`config.mk`:
```
export PLATFORM = sky130hd
export DESIGN_NAME = keccak_padder_gen
export DESIGN_NICKNAME = d
export VERILOG_FILES = /design/src/rtl/keccak_padder_gen.sv
export SDC_FILE = /design/constraint.sdc
export NUM_CORES = 1
export LEC_CHECK = 0
export CAP_MARGIN = 0
export CORE_AREA = 2 2 243 245
export DETAILED_ROUTE_END_ITERATION = 8
export DIE_AREA = 0 0 245 247
export HOLD_SLACK_MARGIN = 0.12
export PLACE_DENSITY = 0.63
export SYNTH_ARGS = -nofsm -noshare
export SYNTH_HDL_FRONTEND = slang
export SYNTH_SLANG_ARGS = --single-unit
```
`constraint.sdc`:
```
create_clock -name clk -period 2.43 [get_ports clk]
set_input_delay 0.729 -clock clk [delete_from_list [all_inputs] [get_ports clk]]
set_output_delay 0.729 -clock clk [all_outputs]
set_load 0.02 [all_outputs]
```
`src/rtl/keccak_padder_gen.sv`:
```
// -----------------------------------------------------------------------------
// keccak_padder_gen
//
// Packs a stream of message words into RATE-bit blocks for a Keccak / SHA-3
// permutation core and applies multi-rate padding to the final block.
//
// The block is a shift register. Each appended word enters at the bottom, so
// the first word of a block ends up in the top WORD_W bits. After the final
// (possibly partial) message word, the padder appends filler words by itself
// until the block is full. The last byte of the block carries the 0x80
// pad-end bit.
//
// Parameters
//   WORD_W  input word width in bits (32 or 64)
//   RATE    block width in bits (1152, 1088, 832 or 576), a multiple of WORD_W
//   DOMAIN  padding start byte (8'h01 Keccak, 8'h06 SHA-3)
//
// Ports
//   clk          single clock, rising edge
//   reset        synchronous, active-high
//   in           message word, first byte in the top byte lane
//   in_ready     in is valid this cycle
//   is_last      in is the final (possibly partial) message word
//   byte_num     number of valid leading bytes of the final word
//   buffer_full  a complete block is held in out (registered)
//   out          padded block, first word in the top WORD_W bits
//   out_ready    same as buffer_full
//   f_ack        one-cycle pulse from the permutation core: block consumed
//
// FSM
//   state | meaning
//   FILL  | accepting message words from upstream
//   PAD   | final word taken, appending zero words up to the pad-end word
//   DONE  | padded block complete; input ignored until reset
// -----------------------------------------------------------------------------
module keccak_padder_gen #(
    parameter int         WORD_W = 32,
    parameter int         RATE   = 576,
    parameter logic [7:0] DOMAIN = 8'h01
) (
    input  logic                          clk,
    input  logic                          reset,
    input  logic [WORD_W-1:0]             in,
    input  logic                          in_ready,
    input  logic                          is_last,
    input  logic [$clog2(WORD_W/8)-1:0]   byte_num,
    output logic                          buffer_full,
    output logic [RATE-1:0]               out,
    output logic                          out_ready,
    input  logic                          f_ack
);

    localparam int BYTES   = WORD_W / 8;
    localparam int N_WORDS = RATE / WORD_W;
    localparam int CNT_W   = $clog2(N_WORDS + 1);

    localparam logic [CNT_W-1:0]  CNT_FULL = CNT_W'(N_WORDS);
    localparam logic [CNT_W-1:0]  CNT_LAST = CNT_W'(N_WORDS - 1);
    localparam logic [WORD_W-1:0] PAD_END  = WORD_W'(8'h80);

    typedef enum logic [1:0] {
        FILL = 2'd0,
        PAD  = 2'd1,
        DONE = 2'd2
    } state_t;

    state_t            state;
    state_t            state_next;
    logic [CNT_W-1:0]  cnt;
    logic              room;
    logic              ack;
    logic              append;
    logic [WORD_W-1:0] append_word;
    logic [WORD_W-1:0] last_word;

    // buffer_full lags cnt by one edge. While cnt sits at CNT_FULL and the flag
    // has not risen yet, room must still block acceptance. Otherwise a word
    // held by upstream would overflow the block.
    assign room      = ~buffer_full & (cnt != CNT_FULL);
    assign ack       = f_ack & buffer_full;
    assign out_ready = buffer_full;

    // Final-word formatting: keep the leading byte_num bytes, insert the
    // domain byte right after them, and zero the rest. If this word also
    // closes the block, the pad-end bit is merged into its last byte.
    always_comb begin
        last_word = '0;
        for (int i = 0; i < BYTES; i++) begin
            if (i < int'(byte_num))
                last_word[WORD_W-1-8*i -: 8] = in[WORD_W-1-8*i -: 8];
            else if (i == int'(byte_num))
                last_word[WORD_W-1-8*i -: 8] = DOMAIN;
            else
                last_word[WORD_W-1-8*i -: 8] = 8'h00;
        end
        if (cnt == CNT_LAST)
            last_word[7:0] = last_word[7:0] | 8'h80;
    end

    always_ff @(posedge clk) begin
        if (reset)
            state <= FILL;
        else
            state <= state_next;
    end

    always_comb begin
        state_next  = state;
        append      = 1'b0;
        append_word = in;
        case (state)
            FILL: begin
                if (in_ready && room) begin
                    append = 1'b1;
                    if (is_last) begin
                        append_word = last_word;
                        state_next  = (cnt == CNT_LAST) ? DONE : PAD;
                    end
                end
            end
            PAD: begin
                // Runs on its own; in_ready plays no part here.
                if (room) begin
                    append = 1'b1;
                    if (cnt == CNT_LAST) begin
                        append_word = PAD_END;
                        state_next  = DONE;
                    end else begin
                        append_word = '0;
                    end
                end
            end
            default: begin
                // DONE: hold until reset.
            end
        endcase
    end

    // Block datapath. An acknowledge clears the block and blocks any append
    // on the same edge. Acceptance therefore resumes one cycle after f_ack.
    always_ff @(posedge clk) begin
        if (reset) begin
            out         <= '0;
            cnt         <= '0;
            buffer_full <= 1'b0;
        end else if (ack) begin
            out         <= '0;
            cnt         <= '0;
            buffer_full <= 1'b0;
        end else begin
            buffer_full <= (cnt == CNT_FULL);
            if (append) begin
                out <= {out[RATE-WORD_W-1:0], append_word};
                cnt <= cnt + CNT_W'(1);
            end
        end
    end

endmodule

```
==> impl_metrics.env, run 1 <==
export IMPL_place_area_um2=27600
export IMPL_critPathMaxStageDelay_ns=0.64
export IMPL_critPathBufInv=1
export IMPL_drive_gt1_frac=0.0677
export IMPL_syn_area_per_cell_um2=7.94
export IMPL_ios=617
export IMPL_synth_top_area_cell="dfxtp_1"
export IMPL_cp_start_kind="flip-flop"
export IMPL_grt_overflow=0
export IMPL_power_uw=21000
export IMPL_min_path_type="reg -> reg"
export IMPL_cts_hold_buf=0
export IMPL_place_congestion=0.914
export IMPL_synth_top_area_frac=0.582
export IMPL_path_class="reg -> out"
export IMPL_syn_to_final_growth_pct=48.2
export IMPL_required_ns=1.70
export IMPL_syn_area_um2=20100
export IMPL_drcViolationCount=0
export IMPL_crit_path_cell_trace="clkdlybuf4s50_1"
export IMPL_critPathArrivalTime_ns=1.66
export IMPL_yosysSeqAreaShare=0.582
export IMPL_max_slew_margin_rel=0.628
export IMPL_htreeDepth=2
export IMPL_die_x_um=245
export IMPL_nFillCells=5483
export IMPL_first_pass_iters=5
export IMPL_cts_sinks=584
export IMPL_fp_dieH_um=247
export IMPL_path_clk_slew_ns=0.06
export IMPL_slew_viol_final=0
export IMPL_gr_usage_all_layers=0.237
export IMPL_rows=89
export IMPL_synthCells=2529
export IMPL_ys_seq_elements=584
export IMPL_critical_path_slowest_cell="clkdlybuf4s50_1"
export IMPL_dieArea_um2=60500
export IMPL_portBuffers=616
export IMPL_cts_tree="built"
export IMPL_cts_buffers=60
export IMPL_clk_latency_ns=0.62
export IMPL_fmax_ghz=0.418
export IMPL_synth_nets=2571
export IMPL_vias_per_cell=4.92
export IMPL_hpwl_um=56600
export IMPL_synth_cell_types=35
export IMPL_multiInputGateArea_um2=7560
export IMPL_drtIter0Drc=1165
export IMPL_hold_viol_final=0
export IMPL_fin_skew_ns=0.0175
export IMPL_grt_pass1_wl_um=111000
export IMPL_cp_end_kind="output pin"
export IMPL_grt_pass1_vias=19021
export IMPL_fin_crit_ns=2.39
export IMPL_final_antenna_net_count=0
export IMPL_core_area_um2=58200
export IMPL_power_density_nw_per_um2=705
export IMPL_peakVddDrop_mv=0.578
export IMPL_power_leakage_uw=0.0117
export IMPL_setup_violations=0
export IMPL_synth_area_leaders="dfxtp_1, nand2_1, a21oi_1"
export IMPL_period_share=0.985
export IMPL_grt_max_degree=107
export IMPL_tightest_slew_ns=0.554
export IMPL_routedWlPerCell_um=19.0
export IMPL_wl_um=74900
export IMPL_num_vias=19383
export IMPL_crit_family="buffers and inverters"
export IMPL_ys_warn_count=0
export IMPL_seqCellArea_um2=11700
export IMPL_clk_path_buf_depth=3
export IMPL_design_area_um2=29800
export IMPL_drv_cap=0
export IMPL_fin_nets=3156
export IMPL_antenna_found_initial=2
export IMPL_start_util=0.345
export IMPL_cts_root_buffer="clkbuf_16"
export IMPL_outcome="completed"
export IMPL_crit_fanout=3
==> worst reg2reg max path, stage by stage, from the launching register on <==
cell	delay, ns
dfxtp_1	0.42
inv_1	0.08
ha_1	0.21
nor4bb_2	0.17
buf_4	0.19
or3_4	0.44
buf_12	0.20
nor3_1	0.31
o21ba_2	0.18
==> layout make-up <==
cell class | instances | area share
Multi-Input combinational cell | 1747 | 0.254
Tap cell | 773 | 0.0325
Clock buffer | 88 | 0.0607
Antenna cell | 2 | 0.000168
Sequential cell | 584 | 0.393
Inverter | 5 | 0.000630
Timing Repair Buffer | 716 | 0.248
Clock inverter | 22 | 0.0116
==> Yosys cell counts <==
library cell and count:
o21bai_1 1, a22oi_1 16, buf_4 8, nor3b_1 2, a22o_1 8, nand2_1 1097, mux2_2 1, clkbuf_1 99
a21o_1 2, or4bb_1 1, xnor2_1 3, or3_1 1, o21ba_2 1, nor4_2 1, dfxtp_1 584, or2_2 1
nand4bb_1 1, nand3_1 9, nor3_1 4, a31oi_1 1, and3_1 1, a2111oi_2 1, nor3_4 1, nor4bb_1 1
o21ai_0 4, nor4_1 2, buf_1 8, nor2_1 25, ha_1 3, a211oi_1 1, nand2b_1 2, a31o_2 1
buf_2 78, a21oi_1 555, inv_1 5
==> through the flow <==
stage,worst slack [ns],instances,hold WS [ns],utilization,setup TNS [ns]
final,0.0364,3937,0.454,0.511,0
after global routing,-0.00675,3936,0.475,0.511,-0.0131
after CTS,0.000217,3935,0.458,0.508,0
after detailed placement,-0.109,3825,0.449,0.474,-10.58
after global placement,-0.0661,3825,0.444,0.474,-1.88
after floorplan,0.443,2529,0.510,-,0
==> cells by family (layout without fill, tap and decap cells) <==
logic type	after synthesis	count (layout)	share of synthesized area
xor+xnor	3	3	0.00131
simple gates	1149	1149	0.219
compound gates	591	591	0.152
other cells	0	2	0
fa+ha+maj	3	3	0.00187
mux	1	1	0.000560
buf+inv	198	831	0.0433
flops	584	584	0.582
==> power by group <==
part	internal [uW]	switching, uW
sequential	9640	66.2
clock	6080	3840
combinational	477	887
==> flip-flops by register name, summed over array words and instances, names as in the netlist <==
| register | flops |
|---|---|
| out | 576 |
| cnt | 5 |
| state | 2 |
| buffer_full | 1 |
==> per-layer routing <==
layer,wire length [um],vias to the layer above,track usage,share of wire
li1,-,9377,-,-
met5,0,-,0,0
met1,29200,9232,0.270,0.39
met2,36800,652,0.416,0.49
met3,6600,122,0.0787,0.088
met4,2350,0,0.0839,0.031
==> placed cells by master, fill, tap and decap left out, drive strengths merged, types with 2 or more instances in the layout <==
cell | Yosys | final
a21o | 2 | 2
a21oi | 555 | 555
a22o | 8 | 8
a22oi | 16 | 16
buf | 94 | 100
bufinv | 0 | 9
clkbuf | 99 | 88
clkdlybuf4s50 | 0 | 423
clkinv | 0 | 10
dfxtp | 584 | 584
diode | 0 | 2
dlygate4sd2 | 0 | 127
dlymetal6s2s | 0 | 66
ha | 3 | 3
inv | 5 | 7
nand2 | 1097 | 1097
nand2b | 2 | 2
nand3 | 9 | 9
nor2 | 25 | 25
nor3 | 5 | 5
nor3b | 2 | 2
nor4 | 3 | 3
o21ai | 4 | 4
xnor2 | 3 | 3
==> what timing repair did <==
| item | CTS | global route |
|---|---|---|
| endpoints found under the setup margin | 127 | 68 |
| resized for setup | 130 | 67 |
| cloned | 0 | 0 |
| buffers inserted | 0 | 0 |
==> worst paths after layout <==
path                            slack (ns)  depth (start not counted)  endpoint      from
worst min-delay path                  0.45                          2  out[553]  out[553]
worst max-delay path                  0.04                          1  out[479]  out[479]
worst min register to register        0.45                          2  out[553]  out[553]
worst max register to register        0.17                          8  state[1]    cnt[0]
Power figures use the tool's default switching activity.
==> run 2, diff against run 1 <==
==> config.mk (replaced) <==
export PLATFORM = sky130hd
export DESIGN_NAME = keccak_padder_gen
export DESIGN_NICKNAME = d
export VERILOG_FILES = /design/src/rtl/keccak_padder_gen.sv
export SDC_FILE = /design/constraint.sdc
export NUM_CORES = 1
export LEC_CHECK = 0
export CORE_AREA = 2 2 241 243
export CTS_BUF_LIST = sky130_fd_sc_hd__clkbuf_8
export DETAILED_ROUTE_END_ITERATION = 8
export DIE_AREA = 0 0 243 245
export HOLD_SLACK_MARGIN = 0.12
export PLACE_DENSITY = 0.64
export SKIP_CTS_REPAIR_TIMING = 1
export SYNTH_ARGS = -nofsm -noshare
export SYNTH_HDL_FRONTEND = slang
export SYNTH_SLANG_ARGS = --single-unit
==> impl_metrics.env, run 2 (synthesis gave the netlist of run 1 again) <==
export IMPL_first_pass_iters=5
export IMPL_drive_gt1_frac=0.0834
export IMPL_dieArea_um2=59500
export IMPL_tightest_slew_ns=0.437
export IMPL_cp_depth=1
export IMPL_top_register="out"
export IMPL_max_slew_margin_rel=0.708
export IMPL_cts_buffers=96
export IMPL_path_clk_slew_ns=0.06
export IMPL_fp_dieH_um=245
export IMPL_clock_power_share=0.440
export IMPL_core_area_um2=57000
export IMPL_grt_pass1_vias=18984
export IMPL_grt_overflow=0
export IMPL_cts_root_buffer="clkbuf_8"
export IMPL_place_area_um2=27800
export IMPL_most_common_layout_cells="nand2_1, dfxtp_1, a21oi_1"
export IMPL_crit_fanout=3
export IMPL_largest_register_ff_count=576
export IMPL_setup_slack_ns=0.0423
export IMPL_p_switching_uw=4950
export IMPL_sw_frac_of_total=0.249
export IMPL_die_x_um=243
export IMPL_critical_path_slowest_cell="clkdlybuf4s50_1"
export IMPL_final_antenna_net_count=0
export IMPL_clk_latency_ns=0.69
export IMPL_slew_viol_final=0
export IMPL_drtIter0Drc=1251
export IMPL_num_vias=19649
export IMPL_wl_um=77300
export IMPL_reg2regPathDepth=7
export IMPL_ios=617
export IMPL_place_inst=3831
export IMPL_hold_depth=2
export IMPL_period_share=0.983
export IMPL_fmax_ghz=0.419
export IMPL_power_density_nw_per_um2=639
export IMPL_gr_usage_all_layers=0.245
export IMPL_fin_setup_tns_ns=0
export IMPL_cp_end_kind="output pin"
export IMPL_critPathArrivalTime_ns=1.66
export IMPL_reg_top3="out x576, cnt x5, state x2"
export IMPL_antenna_found_initial=0
export IMPL_hold_viol_final=0
export IMPL_critPathBufInv=1
export IMPL_fin_skew_ns=0.0479
export IMPL_drv_cap=0
export IMPL_pwr_share_seq=0.488
export IMPL_crit_family="buffers and inverters"
export IMPL_grt_pass1_wl_um=114000
export IMPL_layout_cells_most_common="nand2_1"
export IMPL_routedWlPerCell_um=19.3
export IMPL_power_frac_comb=0.072
export IMPL_min_path_type="reg -> reg"
export IMPL_cp_start_kind="flip-flop"
export IMPL_peakVddDrop_mv=0.404
export IMPL_hpwl_um=57500
export IMPL_path_class="reg -> out"
export IMPL_holdWs_ns=0.450
export IMPL_grt_max_degree=56
export IMPL_required_ns=1.70
export IMPL_design_area_um2=31100
export IMPL_diodes=0
export IMPL_fin_nets=3206
export IMPL_setup_violations=0
export IMPL_rows=88
export IMPL_p_int_uw=14900
export IMPL_critPathMaxStageDelay_ns=0.62
export IMPL_syn_to_final_growth_pct=54.9
export IMPL_cts_tree="built"
export IMPL_detailedPlace_worstSlack_ns=-0.162
export IMPL_outcome="completed"
export IMPL_power_leakage_uw=0.0200
export IMPL_cts_sinks=584
export IMPL_drcViolationCount=0
export IMPL_portBuffers=616
export IMPL_fin_crit_ns=2.39
export IMPL_place_congestion=0.918
export IMPL_vias_per_cell=4.91
export IMPL_crit_path_cell_trace="clkdlybuf4s50_1"
export IMPL_clk_path_buf_depth=3
export IMPL_htreeDepth=3
export IMPL_start_util=0.352
export IMPL_fin_cells=4004
[run 2: cell count changes in the layout (fill, tap and decap cells not counted), moves of 4 or more]
cell and change:
dlymetal6s2s_1 +471, clkdlybuf4s50_1 -344, dlygate4sd2_1 -127, clkbuf_8 +109
clkbuf_16 -61, inv_1 +30, clkbuf_1 -9, bufinv_16 -8
buf_12 +7, buf_4 +7, clkinvlp_4 +4
[run 2: through the flow]
step                 util  total power [uW]
floorplan               -             10700
global placement    0.487             11300
detailed placement  0.487             11300
CTS                 0.522             20000
global route        0.546             20600
finish              0.546             19900
[run 2: area by class of cell]
type / instances / area (um^2)
tap: 765 / 957
fill: 5148 / 25900
timing repair buffer: 730 / 8900
clock inverter: 46 / 245
multi-input combinational: 1747 / 7560
sequential: 584 / 11700
inverter: 5 / 18.8
clock buffer: 127 / 1750
[run 2: power by group through the flow]
stage	logic, uW	clock network, uW	registers, uW
6_report	1420	8740	9710
5_1_grt	1520	9350	9710
4_1_cts	1430	8910	9710
3_5_place_dp	1420	0	9920
3_3_place_gp	1410	0	9910
2_1_floorplan	694	0	9970
[run 2: per-layer routing]
layer,global-route usage,vias up,routed length (um)
met2,0.422,681,37700
met3,0.0808,119,6790
met1,0.280,9388,30100
met4,0.0962,0,2760
li1,-,9461,-
met5,0,-,0
[run 2: worst paths after layout]
| kind | from | endpoint | slack, ns |
|---|---|---|---|
| setup / recovery | out[57] | out[57] | 0.04 |
| setup reg to reg | cnt[1] | out[253] | 0.25 |
| hold reg to reg | out[177] | out[209] | 0.45 |
| hold / removal | out[177] | out[209] | 0.45 |
